File: config.mk
export PLATFORM = sky130hd
export DESIGN_NAME = fu_exec_lane
export DESIGN_NICKNAME = d
export VERILOG_FILES = /design/src/rtl/fu_exec_lane_pkg.sv /design/src/rtl/fu_exec_lane_alu.sv /design/src/rtl/fu_exec_lane.sv
export SDC_FILE = /design/constraint.sdc
export NUM_CORES = 1
export LEC_CHECK = 0
export CORE_ASPECT_RATIO = 0.8
export CORE_MARGIN = 2
export CORE_UTILIZATION = 58
export DETAILED_ROUTE_END_ITERATION = 8
export PLACE_DENSITY = 0.91
export SETUP_SLACK_MARGIN = 0.02
export SKIP_LAST_GASP = 1
export SYNTH_ARGS = -nofsm -noshare
export SYNTH_HDL_FRONTEND = slang
export SYNTH_SLANG_ARGS = --single-unit
File: constraint.sdc
create_clock -name clk -period 5.8 [get_ports clk]
set_clock_uncertainty 0.1 [all_clocks]
set_input_delay 0.58 -clock clk [delete_from_list [all_inputs] [get_ports clk]]
set_output_delay 0.58 -clock clk [all_outputs]
set_load 0.01 [all_outputs]
File: src/rtl/fu_exec_lane_pkg.sv
// rtl/fu_exec_lane_pkg.sv - shared widths, ALU op codes and lane state encoding for fu_exec_lane
package fu_exec_lane_pkg;

    localparam int XLEN  = 32;
    localparam int TAG_W = 6;
    localparam int ROB_W = 6;

    localparam logic [3:0] ALU_NONE   = 4'h0;
    localparam logic [3:0] ALU_ADD    = 4'h1;
    localparam logic [3:0] ALU_SUB    = 4'h2;
    localparam logic [3:0] ALU_AND    = 4'h3;
    localparam logic [3:0] ALU_OR     = 4'h4;
    localparam logic [3:0] ALU_XOR    = 4'h5;
    localparam logic [3:0] ALU_SLL    = 4'h6;
    localparam logic [3:0] ALU_SRL    = 4'h7;
    localparam logic [3:0] ALU_SRA    = 4'h8;
    localparam logic [3:0] ALU_SLT    = 4'h9;
    localparam logic [3:0] ALU_SLTU   = 4'hA;
    localparam logic [3:0] ALU_PASS_B = 4'hB;

    typedef enum logic [1:0] {
        S_IDLE = 2'd0,
        S_EXEC = 2'd1,
        S_DONE = 2'd2
    } fu_state_e;

endpackage

File: src/rtl/fu_exec_lane_alu.sv
// rtl/fu_exec_lane_alu.sv - combinational ALU for one execution lane
module fu_alu
    import fu_exec_lane_pkg::*;
#(
    parameter int W = fu_exec_lane_pkg::XLEN
) (
    input  logic [3:0]   op,
    input  logic [W-1:0] a,
    input  logic [W-1:0] b,
    output logic [W-1:0] result
);

    logic [4:0] shamt;

    always_comb begin
        shamt  = b[4:0];
        result = '0;
        case (op)
            ALU_ADD:    result = a + b;
            ALU_SUB:    result = a - b;
            ALU_AND:    result = a & b;
            ALU_OR:     result = a | b;
            ALU_XOR:    result = a ^ b;
            ALU_SLL:    result = a << shamt;
            ALU_SRL:    result = a >> shamt;
            ALU_SRA:    result = W'($signed(a) >>> shamt);
            ALU_SLT:    result = {{(W-1){1'b0}}, $signed(a) < $signed(b)};
            ALU_SLTU:   result = {{(W-1){1'b0}}, a < b};
            ALU_PASS_B: result = b;
            default:    result = '0;
        endcase
    end

endmodule

File: src/rtl/fu_exec_lane.sv
// rtl/fu_exec_lane.sv - issue-to-wakeup execution lane; FU_EARLY_READY_EN allows re-issue on the ack edge
module fu_exec_lane
    import fu_exec_lane_pkg::*;
#(
    parameter int XLEN       = fu_exec_lane_pkg::XLEN,
    parameter int TAG_W      = fu_exec_lane_pkg::TAG_W,
    parameter int ROB_W      = fu_exec_lane_pkg::ROB_W,
    parameter int LS_LATENCY = 2
) (
    input  logic             clk,
    input  logic             reset,
    input  logic             issue_valid,
    input  logic             issue_is_LS,
    input  logic             issue_alusrc,
    input  logic [3:0]       issue_alu_type,
    input  logic [TAG_W-1:0] issue_rd_tag,
    input  logic [ROB_W-1:0] issue_rob_num,
    input  logic [XLEN-1:0]  issue_rs1_val,
    input  logic [XLEN-1:0]  issue_rs2_val,
    input  logic [XLEN-1:0]  issue_imm,
    output logic             FU_ready,
    output logic             wakeup_valid,
    output logic [TAG_W-1:0] wakeup_tag,
    output logic [XLEN-1:0]  wakeup_val,
    output logic [ROB_W-1:0] wakeup_rob_num,
    output logic             wakeup_is_LS,
    output logic [XLEN-1:0]  wakeup_store_data,
    input  logic             wakeup_ack
);

    localparam logic [3:0] LS_INIT  = 4'(LS_LATENCY - 1);
    localparam bit         LS_MULTI = (LS_LATENCY > 1);

    fu_state_e        state_q, state_d;
    logic [3:0]       cnt_q, cnt_d;
    logic [TAG_W-1:0] tag_q, tag_d;
    logic [ROB_W-1:0] rob_q, rob_d;
    logic [XLEN-1:0]  val_q, val_d;
    logic [XLEN-1:0]  store_q, store_d;
    logic             is_ls_q, is_ls_d;
    logic [XLEN-1:0]  op_b, alu_res;
    logic             ready_c, accept, done;

    fu_alu #(.W(XLEN)) u_alu (
        .op     (issue_alu_type),
        .a      (issue_rs1_val),
        .b      (op_b),
        .result (alu_res)
    );

    assign op_b = issue_alusrc ? issue_imm : issue_rs2_val;

`ifdef FU_EARLY_READY_EN
    assign ready_c = (state_q == S_IDLE) || ((state_q == S_DONE) && wakeup_ack);
`else
    assign ready_c = (state_q == S_IDLE);
`endif

    assign accept = issue_valid && (issue_alu_type != ALU_NONE) && ready_c;

    always_comb begin
        state_d = state_q;
        cnt_d   = cnt_q;
        tag_d   = tag_q;
        rob_d   = rob_q;
        val_d   = val_q;
        store_d = store_q;
        is_ls_d = is_ls_q;
        case (state_q)
            S_EXEC: begin
                cnt_d = cnt_q - 4'd1;
                if (cnt_q == 4'd1) begin
                    state_d = S_DONE;
                    cnt_d   = '0;
                end
            end
            S_DONE: if (wakeup_ack) state_d = S_IDLE;
            default: ;
        endcase
        // An accepted packet overrides the DONE->IDLE retire when early ready is enabled
        if (accept) begin
            tag_d   = issue_rd_tag;
            rob_d   = issue_rob_num;
            is_ls_d = issue_is_LS;
            val_d   = issue_is_LS ? (issue_rs1_val + issue_imm) : alu_res;
            store_d = issue_is_LS ? issue_rs2_val : '0;
            if (issue_is_LS && LS_MULTI) begin
                state_d = S_EXEC;
                cnt_d   = LS_INIT;
            end else begin
                state_d = S_DONE;
                cnt_d   = '0;
            end
        end
    end

    always_ff @(posedge clk) begin
        if (reset) begin
            state_q <= S_IDLE;
            cnt_q   <= '0;
            tag_q   <= '0;
            rob_q   <= '0;
            val_q   <= '0;
            store_q <= '0;
            is_ls_q <= 1'b0;
        end else begin
            state_q <= state_d;
            cnt_q   <= cnt_d;
            tag_q   <= tag_d;
            rob_q   <= rob_d;
            val_q   <= val_d;
            store_q <= store_d;
            is_ls_q <= is_ls_d;
        end
    end

    // Result registers are only visible while the broadcast is pending
    assign done              = (state_q == S_DONE);
    assign FU_ready          = ready_c;
    assign wakeup_valid      = done;
    assign wakeup_tag        = done ? tag_q   : '0;
    assign wakeup_val        = done ? val_q   : '0;
    assign wakeup_rob_num    = done ? rob_q   : '0;
    assign wakeup_is_LS      = done & is_ls_q;
    assign wakeup_store_data = done ? store_q : '0;

endmodule

# After elaboration in Yosys (flattened, before gate mapping)
# Index checks and enable logic that the tools add are counted.
# W data, S select, Z words.
classes:
  eq_ne: 16
  div_mod_pow: 0
  addsub: 4
  n_lt_le_gt_ge: 2
  reduce_logical: 7
  muxes: 17
  multipliers: 0
  n_bitwise: 4
  n_shift: 3
op_table:
  columns: ["cell", "count"]
  rows:
  - ["$pmux W32 S11", 1]
  - ["$mux W32", 5]
  - ["$add A32 B32 Y32", 2]
  - ["$lt A32 B32 Y1", 2]
  - ["$and A32 B32 Y32", 1]
  - ["$or A32 B32 Y32", 1]
  - ["$shl A32 B5 Y32", 1]
  - ["$shr A32 B5 Y32", 1]
  - ["$sshr A32 B5 Y32", 1]
  - ["$sub A32 B32 Y32", 1]
  - ["$xor A32 B32 Y32", 1]
  - ["$eq A4 B3 Y1 const B", 4]
  - ["$eq A4 B4 Y1 const B", 4]
  - ["$mux W4", 3]
  - ["$mux W6", 2]
  - ["$eq A4 B1 Y1 const B", 2]
  - ["$eq A4 B2 Y1 const B", 2]
  - ["$mux W2", 4]
  - ["$ne A3 B3 Y1 const B", 2]
  - ["$pmux W2 S2", 1]
  - ["$reduce_bool A4 Y1", 1]
  - ["$sub A4 B1 Y4 const B", 1]
  - ["$reduce_and A3 Y1", 1]
  - ["$reduce_bool A3 Y1", 1]
  - ["7 further kinds", 8]
totals:
  out_inout_bits: 79
  mem_bits_rw: 0
  romBits: 0
  regBits: 83
  memories: 0
  latchBits: 0
  input_bits: 118

# Depth between registers and ports, before layout
depth:
  word_depth: 5
  ltp_mapped: 19
  ltp_nobuf: 15

# Hierarchy
# Synthesis repeated with hierarchy kept, for this count alone.
unflattened:
  hier_cells: 2134
  area_unflattened_um2: 15341.0
by_module_without_submodules:
  columns: ["module", "seq_area_each_um2", "instances", "area_per_inst_um2", "cells_per_inst"]
  rows:
  - ["fu_alu", 0.0, 1, 9271.4, 1329]
  - ["fu_exec_lane", 1661.6, 1, 6069.6, 805]

# Least setup slack after synthesis
# No wires, ideal clock.
synth_timing:
  path_kind: "input port to flip-flop"
  start: "in issue_alusrc"
  end: "reg val_q[28]"
  t_arrival_ns: 4.392
  path_slack_ns: 1.174
  setup_ns: 0.133
  path_stages: 17
  path_cell_list: "buf_6 clkbuf_1 buf_1 mux2_2 inv_1 ha_1 buf_2 or3b_1 o2111ai_1 a2111oi_0 o21ai_1 and2_1 o21a_1 o21ai_1 mux2_1 a311oi_1 a311oi_1"
synth_between:
  elab_chain_cells: 4
  elab_cells_between_ends: 11
  classes_between: "add/sub (2); shift (3); mux (3); bitwise (3)"
synth_rtl:
  columns: ["item", "line_no", "rtl"]
  rows:
  - ["from (decl)", "fu_exec_lane.sv:14", "input logic issue_alusrc,"]
  - ["$mux W32 (*)", "fu_exec_lane.sv:51", "assign op_b = issue_alusrc ? issue_imm : issue_rs2_val;"]
  - ["$sub A32 B32 Y32, or another cell as far along", "fu_exec_lane_alu.sv:20", "ALU_SUB: result = a - b;"]
  - ["$pmux W32 S11 (*)", "fu_exec_lane_alu.sv:18", "case (op)"]
  - ["$mux W32 (*)", "fu_exec_lane.sv:85", "val_d = issue_is_LS ? (issue_rs1_val + issue_imm) : alu_res;"]
  - ["to (signal assigned)", "fu_exec_lane.sv:111", "val_q <= val_d;"]
  - ["to (decl)", "fu_exec_lane.sv:38", "logic [XLEN-1:0] val_q, val_d;"]
# Mark *: on every way between the ends. The rest lies on a longest branch, timed or not.
# A chain may end at the register's enable or synchronous reset.

# Worst setup path after layout
layout_timing:
  start: "in issue_alu_type[2]"
  end: "reg val_q[4]"
layout_between:
  elab_chain_cells: 3
  elab_cells_between_ends: 16
  classes_between: "eq/ne (11); mux (2); reduce/logical (3)"
layout_rtl:
  columns: ["item", "line_no", "rtl"]
  rows:
  - ["from (decl)", "fu_exec_lane.sv:15", "input logic [3:0] issue_alu_type,"]
  - ["$eq A4 B4 Y1, or another cell as far along", "fu_exec_lane_alu.sv:18", null]
  - ["$pmux W32 S11 or $logic_and A1 B1 Y1 (tied branches)", "fu_exec_lane_alu.sv:18, fu_exec_lane.sv:59", null]
  - ["$mux W32 or $logic_and A1 B1 Y1 (tied branches)", "fu_exec_lane.sv:85, fu_exec_lane.sv:59", null]
# Several ways; a longest one is shown, not always the timed one.

==> metrics.md <==
| Metric | Value |
|---|---|
| Fmax | 0.2061 GHz |
| Syn Inst Count | 2,115 |
| CP Data Arrival Time | 5000 ps |
| Most common cell after layout, fill and taps aside | a21oi_1 |
| Post-synth EDFFs | 0 |
| Fin util | 0.6836 |
| P per Cell Area | 178.0 nW/um^2 |
| Post-synth net total | 2,373 |
| RSZ-0062 raised after global routing | no |
| DRT iter0 DRCs | 3,085 |
| Post-CTS Hold Buffers | 0 |
| Synthesis-to-layout area growth | 16.66% |
| CTS H-tree depth | 3 |
| Hpwl dp | 52.39 mm |
| DR DRC count | 0 |
| TritonCTS Buffers | 9 |
| Crit end category | register |
| Post-synthesis sequential area ratio | 0.1129 |
| Path depth of the worst reg2reg path | 8 |
| Grt total ovfl | 0 |
| Clock Path Buffers | 2 |
| Post-cts resize count | 0 |
| Pre-Repair DR Iteration Count | 8 |
| Final worst slack | 946.9 ps |
| Slew Viols, Final | 0 |
| Gr usage total | 0.5086 |
| Clock network fraction of total power | 0.207 |
| Setup CP Type | input port to register |
| R2r endpoint | val_q[25] |
| Worst R2R Setup Slack | 2420 ps |
| Final setup vio count | 0 |
| #FFs+latches synth | 83 |
| Leakage power | 6.938 nW |
| CTS tree | yes |
| Rows | 52 |
| Relative slew slack | 0.1368 |
| Vias per cell | 7.318 |
| Status | complete, no violations |
| Die area | 26,670 sq um |
| Inserted Diodes | 0 |
| Clock Latency Late Sink | 360 ps |
| Largest net degree at the start of global routing | 66 |
| Max_cap viols | 0 |
| IO Port Bufs | 196 |
| Avg WL per Cell | 27.48 microns |
| Final Hold Vio Count | 0 |
| Worst min path class | register to register |
| DR vias | 18,630 |
| Min-Delay Path Depth | 2 |
| Setup TNS | 0 ps |
| Async SR Flop Fraction | 0 |
| Most frequent cells in the layout | a21oi_1, nand2_1, clkdlybuf4s50_1 |
| Net Switching | 1.476 mW |
| Ys Warns | 0 |
| Number of global-route vias before repair | 17,450 |
| Int Pwr | 1.579 mW |
| WL final | 69.93 mm |
| Setup Fix Bufs, Post-CTS | 0 |
| Post-DRT Antenna Nets | 0 |
| Crit path time final | 4853 ps |
| Routability cong. | 1.096 |
| Die Wd | 182.1 microns |
| Antenna violations before repair | 3 |
| Io pins | 197 |
| CORE AREA | 25,110 sq um |
| Critical Path Source Type | input port |
| Sequential Power Share | 0.211 |
| Mean Syn Cell Area | 6.958 sq um |
| Post-synth cell types | 84 |
| First-pass GRT wire length | 105.1 mm |
| Most used DFF post-synth | dfxtp_1 |
| Comb power frac | 0.583 |
| Hold_sp | store_q[15] |
| Nets | 2,474 |
| Worst-Margin Slew | 1290 ps |
| Initial Utilization | 0.5860 |
| Post-Place Setup Slack | 927.4 ps |
| Layout cells sized above 1 | 0.06348 |
| VDD IR-drop max | 0.1523 mV |
| Synth Cell Area | 14,720 sq um |
| Pwr Total | 3.056 mW |
| RR Startpoint | state_q[0] |
| CTS clk-pin slew, worst paths | 70 ps |
| CTS Root Cell | clkbuf_16 |
| Sw frac | 0.4832 |
| TritonCTS Sinks | 83 |
| Crit share post-route | 0.8367 |
| Hold worst-path end | store_q[15] |
| Die height | 146.5 microns |
| Hold Worst Slack | 347.7 ps |
| Critical Path RT | 5950 ps |
| Crit-path max FO | 14 |
synth_stat cells (8+ instances only):
| cell type | number | area, sq um |
|---|---|---|
| o31ai_1 | 15 | 112.6 |
| nand4_1 | 9 | 56.30 |
| nor4_1 | 9 | 56.30 |
| a211oi_1 | 46 | 345.3 |
| clkbuf_1 | 108 | 405.4 |
| nor3_1 | 50 | 250.2 |
| or3_1 | 12 | 75.07 |
| xor2_1 | 10 | 87.58 |
| dfxtp_1 | 83 | 1662 |
| a31oi_1 | 27 | 168.9 |
| ha_1 | 137 | 1714 |
| o21bai_1 | 20 | 150.1 |
| nor2_1 | 168 | 630.6 |
| o2111ai_1 | 8 | 70.07 |
| nand3_1 | 72 | 360.4 |
| o221ai_1 | 14 | 122.6 |
| a21oi_1 | 245 | 1226 |
| nand3b_1 | 9 | 67.56 |
| buf_2 | 23 | 115.1 |
| nand2b_1 | 23 | 143.9 |
| a221oi_1 | 21 | 183.9 |
| inv_1 | 104 | 390.4 |
| or2_2 | 9 | 56.30 |
| a21o_1 | 28 | 210.2 |
| o211ai_1 | 30 | 225.2 |
| and2_1 | 83 | 519.3 |
| o22ai_1 | 34 | 212.7 |
| buf_1 | 13 | 48.80 |
| and3_1 | 15 | 93.84 |
| o21ai_1 | 18 | 90.09 |
| o21ai_0 | 118 | 590.6 |
| nand2_1 | 218 | 818.3 |
| nor2b_1 | 16 | 100.1 |
| a2111oi_0 | 15 | 131.4 |
| mux2_2 | 21 | 236.5 |
| mux4_2 | 21 | 473.0 |
| mux2i_1 | 101 | 1011 |
| a22oi_1 | 17 | 127.6 |
| xnor2_1 | 27 | 236.5 |
flip-flops by register name, summed over array words and instances, names as in the netlist:
| signal | cells |
|---|---|
| is_ls_q | 1 |
| cnt_q | 4 |
| val_q | 32 |
| tag_q | 6 |
| store_q | 32 |
| state_q | 2 |
| rob_q | 6 |
worst max-delay path, stage by stage:
cell and delay [ps]:
clkdlybuf4s50_1 1050, nand2b_1 270, nor3_1 70, buf_4 210, nor2_1 990, a21oi_1 120, o22ai_1 450, a21oi_1 160
a2111oi_0 490, a21oi_1 260, o31a_1 330
layer usage:
metal,routed length [microns],track usage,up-vias
li1,-,-,8000
met1,26620,0.6621,8673
met2,28310,0.7305,1613
met3,10370,0.1836,333
met4,4601,0.2742,6
met5,29,0,-
power groups by stage:
stage               clock network [mW]  logic [mW]  registers [mW]
finish                           0.631        1.78           0.644
global route                     0.647        1.87           0.647
CTS                              0.625        1.68           0.642
detailed placement                   0        1.66           0.655
global placement                     0        1.64           0.653
floorplan                            0        1.09           0.643
cells by family after synthesis:
logic type	count (synthesis)	synth area share
AO/OA/AOI/OAI	747	0.3264
AND/OR/NAND/NOR	698	0.2221
multiplexers	148	0.1235
flip-flops	83	0.1129
XOR/XNOR	37	0.02202
buffers and inverters	262	0.07252
adder cells (fa/ha/maj)	140	0.1206
through the flow:
step / instances / cell area (sq um)
after floorplan: 2115 / 14720
after global placement: 2529 / 16850
after detailed placement: 2529 / 16850
after CTS: 2545 / 17170
after global routing: 2545 / 17170
final: 2545 / 17170
layout make-up:
class	count	area, sq um
clock buffers	9	225.2
well taps	324	405.4
flip-flops and latches	83	1662
inverters	109	411.6
multi-input cells	1770	12080
clock inverters	7	87.58
repair buffers	243	2300
fillers	2090	7946
how the worst max path moves through the flow:
stage / to / slack [ps] / start
after floorplan: val_q[28] / 1170 / issue_alusrc
after global placement: val_q[28] / 940 / issue_alusrc
after detailed placement: val_q[28] / 930 / issue_alusrc
after CTS: val_q[28] / 1290 / issue_alusrc
after global routing: val_q[31] / 950 / issue_rs2_val[1]
final: val_q[4] / 950 / issue_alu_type[2]
No activity file was read; power rests on OpenSTA's default activity.
